[config.mk]
export PLATFORM = sky130hd
export DESIGN_NAME = sar_adc_seq_ctrl
export DESIGN_NICKNAME = d
export VERILOG_FILES = /design/src/rtl/sar_adc_pkg.sv /design/src/rtl/sar_adc_sync2.sv /design/src/rtl/sar_adc_seq_ctrl.sv
export SDC_FILE = /design/constraint.sdc
export NUM_CORES = 1
export LEC_CHECK = 0
export BUFFER_PORTS_ARGS = -buffer_cell sky130_fd_sc_hd__buf_2
export CORE_ASPECT_RATIO = 0.75
export CORE_MARGIN = 1.5
export CORE_UTILIZATION = 50
export CTS_BUF_LIST = sky130_fd_sc_hd__clkbuf_8
export CTS_CLUSTER_DIAMETER = 30
export DETAILED_ROUTE_END_ITERATION = 7
export GPL_TIMING_DRIVEN = 1
export PLACE_DENSITY = 0.7
export RECOVER_POWER = 25
export SETUP_SLACK_MARGIN = 0.1
export SKIP_CTS_REPAIR_TIMING = 1
export SYNTH_ARGS = -nofsm -noshare
export SYNTH_HDL_FRONTEND = slang
export SYNTH_SLANG_ARGS = --single-unit
[constraint.sdc]
create_clock -name clk -period 5.3 [get_ports clk]
set_input_delay 1.06 -clock clk [delete_from_list [all_inputs] [get_ports clk]]
set_output_delay 1.06 -clock clk [all_outputs]
set_load 0.01 [all_outputs]
[src/rtl/sar_adc_pkg.sv]
`default_nettype none
// ============================================================================
// Module      : sar_adc_pkg
// Description : Shared widths and FSM state encoding for the SAR ADC
//               conversion sequencer.
// Revision    : 1.0 - initial release
// ============================================================================
package sar_adc_pkg;

    // Default widths
    localparam int DW           = 8;   // ADC result width
    localparam int AVG_LOG2_MAX = 4;   // up to 16 samples per burst
    localparam int TMR_W        = 16;  // period timer width
    localparam int TO_W         = 12;  // done-timeout counter width

    // Sequencer states
    typedef logic [1:0] sar_state_t;

    localparam sar_state_t c_ST_IDLE  = 2'd0;
    localparam sar_state_t c_ST_START = 2'd1;
    localparam sar_state_t c_ST_REL   = 2'd2;
    localparam sar_state_t c_ST_OUT   = 2'd3;

endpackage : sar_adc_pkg
`default_nettype wire

[src/rtl/sar_adc_sync2.sv]
`default_nettype none
// ============================================================================
// Module      : sar_adc_sync2
// Description : Generic two-flop synchroniser for asynchronous level inputs.
// Ports       : clk   - destination clock
//               rst_n - asynchronous active-low reset (output forced to 0)
//               d     - asynchronous input
//               q     - synchronised output, two clk cycles of latency
// Revision    : 1.0 - initial release
// ============================================================================
module sar_adc_sync2 #(
    parameter int WIDTH = 1
) (
    input  logic             clk,
    input  logic             rst_n,
    input  logic [WIDTH-1:0] d,
    output logic [WIDTH-1:0] q
);

    logic [WIDTH-1:0] r_meta;
    logic [WIDTH-1:0] r_sync;

    always_ff @(posedge clk or negedge rst_n) begin
        if (!rst_n) begin
            r_meta <= '0;
            r_sync <= '0;
        end else begin
            r_meta <= d;
            r_sync <= r_meta;
        end
    end

    assign q = r_sync;

endmodule : sar_adc_sync2
`default_nettype wire

[src/rtl/sar_adc_seq_ctrl.sv]
`default_nettype none
// ============================================================================
// Module      : sar_adc_seq_ctrl
// Description : Conversion sequencer for the 8-bit SAR ADC macro. Triggers
//               bursts of 2^k conversions from a periodic timer or a software
//               trigger, runs the level start/done handshake, averages the
//               samples and presents the result on a valid/ready interface.
// Ports       : clk, rst_n         - clock, async active-low reset
//               en                 - sequencer enable
//               cfg_period         - timer period in cycles (0 = timer off)
//               cfg_avg_log2       - averaging exponent k (clamped)
//               cfg_timeout        - done timeout in cycles (0 = none)
//               soft_trig          - one-cycle software trigger
//               clr_status         - clears overrun/timeout
//               adc_start/done/data- ADC macro handshake
//               res_data/valid/ready - averaged result, valid/ready
//               busy, overrun, timeout - status
// Revision    : 1.0 - initial release
// ============================================================================
module sar_adc_seq_ctrl #(
    parameter int DW           = sar_adc_pkg::DW,
    parameter int AVG_LOG2_MAX = sar_adc_pkg::AVG_LOG2_MAX,
    parameter int TMR_W        = sar_adc_pkg::TMR_W,
    parameter int TO_W         = sar_adc_pkg::TO_W
) (
    input  logic             clk,
    input  logic             rst_n,
    input  logic             en,
    input  logic [TMR_W-1:0] cfg_period,
    input  logic [2:0]       cfg_avg_log2,
    input  logic [TO_W-1:0]  cfg_timeout,
    input  logic             soft_trig,
    input  logic             clr_status,
    output logic             adc_start,
    input  logic             adc_done,
    input  logic [DW-1:0]    adc_data,
    output logic [DW-1:0]    res_data,
    output logic             res_valid,
    input  logic             res_ready,
    output logic             busy,
    output logic             overrun,
    output logic             timeout
);

    import sar_adc_pkg::*;

    localparam int       c_SW   = DW + AVG_LOG2_MAX;   // accumulator width
    localparam int       c_CW   = AVG_LOG2_MAX + 1;    // sample counter width
    localparam bit [2:0] c_KMAX = 3'(AVG_LOG2_MAX);

    sar_state_t        r_state;
    sar_state_t        w_state_nxt;
    logic [TMR_W-1:0]  r_tmr;
    logic [TO_W-1:0]   r_to_cnt;
    logic [c_SW-1:0]   r_acc;
    logic [c_CW-1:0]   r_cnt;
    logic [2:0]        r_k;
    logic              r_abort;
    logic              r_seen_low;
    logic              r_adc_start;
    logic [DW-1:0]     r_res_data;
    logic              r_res_valid;
    logic              r_overrun;
    logic              r_timeout;

    logic              w_done_s;
    logic              w_tmr_run;
    logic              w_tick;
    logic              w_trig;
    logic              w_done_ok;
    logic              w_to_hit;
    logic [2:0]        w_k_cfg;
    logic [c_CW-1:0]   w_target;
    logic [c_SW-1:0]   w_shift;
    logic              w_set_to;
    logic              w_set_ovr;
    logic              w_load;

    sar_adc_sync2 #(
        .WIDTH (1)
    ) u_done_sync (
        .clk   (clk),
        .rst_n (rst_n),
        .d     (adc_done),
        .q     (w_done_s)
    );

    // Timer counts 0..cfg_period-1; the >= compare also recovers cleanly if
    // cfg_period is lowered below the current count.
    assign w_tmr_run = en && (cfg_period != '0);
    assign w_tick    = w_tmr_run && (r_tmr >= (cfg_period - TMR_W'(1)));
    assign w_trig    = (w_tick || soft_trig) && en;

    // A done level already high when START is entered is stale; completion
    // is only accepted after done_s has been seen low inside START.
    assign w_done_ok = w_done_s && r_seen_low;
    assign w_to_hit  = (cfg_timeout != '0) && (r_to_cnt >= (cfg_timeout - TO_W'(1)));

    assign w_k_cfg   = (cfg_avg_log2 > c_KMAX) ? c_KMAX : cfg_avg_log2;
    assign w_target  = c_CW'(1) << r_k;
    assign w_shift   = r_acc >> r_k;

    assign w_set_to  = (r_state == c_ST_START) && en && !w_done_ok && w_to_hit;
    assign w_load    = (r_state == c_ST_OUT) && en && (!r_res_valid || res_ready);
    assign w_set_ovr = (r_state == c_ST_OUT) && en && r_res_valid && !res_ready;

    always_comb begin
        w_state_nxt = r_state;
        case (r_state)
            c_ST_IDLE: begin
                if (w_trig) begin
                    w_state_nxt = c_ST_START;
                end
            end
            c_ST_START: begin
                if (!en || w_done_ok || w_to_hit) begin
                    w_state_nxt = c_ST_REL;
                end
            end
            c_ST_REL: begin
                if (!w_done_s) begin
                    if (r_abort || !en) begin
                        w_state_nxt = c_ST_IDLE;
                    end else if (r_cnt < w_target) begin
                        w_state_nxt = c_ST_START;
                    end else begin
                        w_state_nxt = c_ST_OUT;
                    end
                end
            end
            default: begin
                w_state_nxt = c_ST_IDLE;
            end
        endcase
    end

    always_ff @(posedge clk or negedge rst_n) begin
        if (!rst_n) begin
            r_state     <= c_ST_IDLE;
            r_tmr       <= '0;
            r_to_cnt    <= '0;
            r_acc       <= '0;
            r_cnt       <= '0;
            r_k         <= '0;
            r_abort     <= 1'b0;
            r_seen_low  <= 1'b0;
            r_adc_start <= 1'b0;
            r_res_data  <= '0;
            r_res_valid <= 1'b0;
            r_overrun   <= 1'b0;
            r_timeout   <= 1'b0;
        end else begin
            r_state     <= w_state_nxt;
            r_adc_start <= (w_state_nxt == c_ST_START);

            if (!w_tmr_run || w_tick) begin
                r_tmr <= '0;
            end else begin
                r_tmr <= r_tmr + TMR_W'(1);
            end

            if (r_res_valid && res_ready) begin
                r_res_valid <= 1'b0;
            end

            case (r_state)
                c_ST_IDLE: begin
                    if (w_trig) begin
                        r_k     <= w_k_cfg;
                        r_acc   <= '0;
                        r_cnt   <= '0;
                        r_abort <= 1'b0;
                    end
                end
                c_ST_START: begin
                    r_to_cnt <= r_to_cnt + TO_W'(1);
                    if (!w_done_s) begin
                        r_seen_low <= 1'b1;
                    end
                    if (!en) begin
                        r_abort <= 1'b1;
                    end else if (w_done_ok) begin
                        r_acc <= r_acc + {{AVG_LOG2_MAX{1'b0}}, adc_data};
                        r_cnt <= r_cnt + c_CW'(1);
                    end else if (w_to_hit) begin
                        r_abort <= 1'b1;
                    end
                end
                c_ST_REL: begin
                    if (w_state_nxt == c_ST_IDLE) begin
                        r_acc <= '0;
                    end
                end
                default: begin
                    r_acc <= '0;
                    if (w_load) begin
                        r_res_data  <= w_shift[DW-1:0];
                        r_res_valid <= 1'b1;
                    end
                end
            endcase

            // Every entry into START restarts the timeout and stale-done guard.
            if ((w_state_nxt == c_ST_START) && (r_state != c_ST_START)) begin
                r_to_cnt   <= '0;
                r_seen_low <= 1'b0;
            end

            // Set wins over clear when both occur in the same cycle.
            r_timeout <= w_set_to  || (r_timeout && !clr_status);
            r_overrun <= w_set_ovr || (r_overrun && !clr_status);
        end
    end

    assign adc_start = r_adc_start;
    assign res_data  = r_res_data;
    assign res_valid = r_res_valid;
    assign busy      = (r_state != c_ST_IDLE);
    assign overrun   = r_overrun;
    assign timeout   = r_timeout;

endmodule : sar_adc_seq_ctrl
`default_nettype wire

==> impl_metrics.json <==
{
  "r2r_setup_slack_ps": 2120,
  "drv_cap": 1,
  "synth_area_um2": 4800,
  "cts_tree": "done",
  "power.leakage_nw": 2.53,
  "std_cell_rows": 30,
  "start_util_pct": 52.1,
  "crit_path_start_kind": "input port",
  "setup_violations": 0,
  "drv_slew": 67,
  "cp-end-kind": "flip-flop",
  "layout_common_cells": "dfrtp_1 (66), buf_2 (57), nor2_1 (56)",
  "dp_hpwl_um": 8080,
  "max-vdd-ir-drop_mv": 0.161,
  "crit_chain": "buf_2 -> or3_1 -> nor3_1 -> nand2b_1 -> or3_2 -> nor3_1 -> xnor2_1 -> ha_1 -> nand4_1 -> nor3_1 -> a21oi_1 -> or2_2 -> mux2_2",
  "worst_pin_slew_ps": 3480,
  "grt_pass1_wl_um": 17900,
  "cp.required_ps": 5540,
  "status": "complete, but fails checks",
  "power_per_cell_area_nw_per_um2": 328,
  "fin_util_pct": 58.9,
  "ios": 59,
  "tns_ps": 0,
  "rsz0062_at_grt": "false",
  "dieWidth_um": 116,
  "grt_usage_pct": 22.4,
  "relSlewSlack_pct": -132,
  "drt_iter0_markers": 258,
  "worstPathMaxFanout": 8,
  "portBuffers": 58,
  "synth-seq-cells": 66,
  "drc": 0,
  "grt_overflow_total": 0,
  "ff2ff_path_depth": 10,
  "diodes": 0,
  "die_h_um": 87.8,
  "cpPeakStageDelay_ps": 520,
  "hold_depth": 0,
  "syn_avg_cell_area_um2": 9.08,
  "clock-sinks": 66,
  "antenna_found_initial": 0,
  "wl_per_cell_um": 14.6,
  "crit_type": "in -> reg",
  "nets": 678,
  "root_buffer": "clkbuf_8",
  "path_buf_inv": 1,
  "r2r_end": "r_to_cnt[5]$_DFFE_PN0P_",
  "final_common_cell": "dfrtp_1",
  "min_period_ps": 4360,
  "die-area_um2": 10200,
  "vias_per_cell": 5.63,
  "drt-pass1-iter-count": 4,
  "reg2reg_from": "r_k[1]$_DFFE_PN0P_",
  "finalHoldViolCount": 0,
  "wirelength_um": 10500,
  "grt_pass1_vias": 3802,
  "clock_path_buffers": 2,
  "synth_edf_count": 0,
  "max_freq_ghz": 0.229,
  "synthToLayoutAreaGrowth_pct": 13.0,
  "drive_gt1_share_pct": 16.3,
  "ys_seq_area_share_pct": 34.4,
  "critPathSlowestCell": "or3_2",
  "violations": "max-capacitance violations, max-slew violations",
  "grt_max_degree": 67,
  "core_area_um2": 9200,
  "crit_family": "simple AND/OR/NAND/NOR gates",
  "clk_pin_slew_ps": 80,
  "synth-warning-count": 0,
  "gp_congestion": 0.831,
  "arrival_ps": 4590,
  "worstSkewPairLatency_ps": 350,
  "fin_crit_sh_pct": 82.2,
  "syn_nets": 621,
  "ys.flop_type": "dfrtp_1",
  "numCtsBuffers": 9,
  "ant_nets": 0,
  "dr_total_vias": 4044,
  "worstHoldEndpoint": "u_done_sync.q$_DFF_PN0_",
  "netlist_instances": 528,
  "finalClockSkew_ps": 8.23,
  "htreeDepth": 3,
  "crit_top_cell": "nor3_1",
  "synthArstFlopShare_pct": 100,
  "hp-start": "u_done_sync.r_meta$_DFF_PN0_",
  "hold_class": "reg -> reg",
  "ys_types": 57
}
## cell families (layout without fill, tap and decap cells)
family          after synthesis  count (layout)  synth area share, %
compound gates              112             112                 15.6
xor+xnor                     46              46                 8.40
fa+ha+maj                    47              47                 12.4
buf+inv                      33              95                 2.82
flops                        66              66                 34.4
mux                          19              19                 4.80
simple gates                205             205                 21.5
## where the power goes
part | internal [mW] | switching (mW) | leakage [nW]
logic | 0.264 | 0.327 | 1.53
clock network | 0.265 | 0.209 | 0.111
registers | 0.594 | 0.118 | 0.886
total | 1.12 | 0.653 | 2.53
## per-stage QoR
step	area (um2)	std cells	worst slack, ps	hold WS (ps)	total power, mW
3_3_place_gp	5200	702	778	334	1.29
3_5_place_dp	5200	702	598	342	1.31
6_report	5420	718	942	360	1.78
4_1_cts	5420	718	951	362	1.79
2_1_floorplan	4800	528	1070	331	1.12
5_1_grt	5420	718	428	363	1.91
## per-layer routing
layer	global-route usage, %	wire length, um	up-vias
met3	4.36	348	10
met4	5.99	108	0
met1	31.3	5310	1928
met2	35.8	4700	73
met5	0	0	-
li1	-	-	2033
## state kept, by name (all words and copies together) (netlist names)
signal              cells
r_abort                 1
r_cnt                   5
res_valid               1
overrun                 1
u_done_sync.q           1
r_state                 2
r_k                     3
adc_start               1
r_to_cnt               12
res_data                8
r_acc                  12
r_tmr                  16
u_done_sync.r_meta      1
r_seen_low              1
timeout                 1
## final cells by class
| type | count | area, um2 |
|---|---|---|
| well taps | 128 | 160 |
| clock inverters | 7 | 93.8 |
| inverters | 17 | 63.8 |
| multi-input cells | 429 | 3010 |
| fillers | 802 | 3780 |
| clock buffers | 9 | 124 |
| repair buffers | 62 | 315 |
| flip-flops and latches | 66 | 1650 |
## worst max path at each step
stage / start / endpoint / slack (ps) / cells past startpoint
final: cfg_period[3] / r_k[2]$_DFFE_PN0P_ / 940 / 13
after global routing: rst_n / r_cnt[4]$_DFFE_PN0P_ / 430 / 2
after CTS: cfg_period[3] / r_k[2]$_DFFE_PN0P_ / 950 / 13
after detailed placement: cfg_period[3] / r_k[2]$_DFFE_PN0P_ / 600 / 13
after global placement: cfg_period[3] / r_k[2]$_DFFE_PN0P_ / 780 / 13
after floorplan: cfg_period[3] / r_k[2]$_DFFE_PN0P_ / 1070 / 13
## Yosys cell counts (all sizes together), types with 10 or more instances
master | count | area share [%]
dfrtp | 66 | 34
nor2 | 56 | 4.4
ha | 46 | 12
nand2 | 43 | 3.4
o21ai | 31 | 3.2
a21oi | 25 | 2.6
xor2 | 24 | 4.4
xnor2 | 22 | 4.0
nand3 | 21 | 2.2
nor3 | 16 | 1.7
inv | 15 | 1.2
mux2i | 14 | 2.9
clkbuf | 12 | 0.94
nand2b | 10 | 1.3
nand4 | 10 | 1.3
Power figures use the tool's default switching activity.
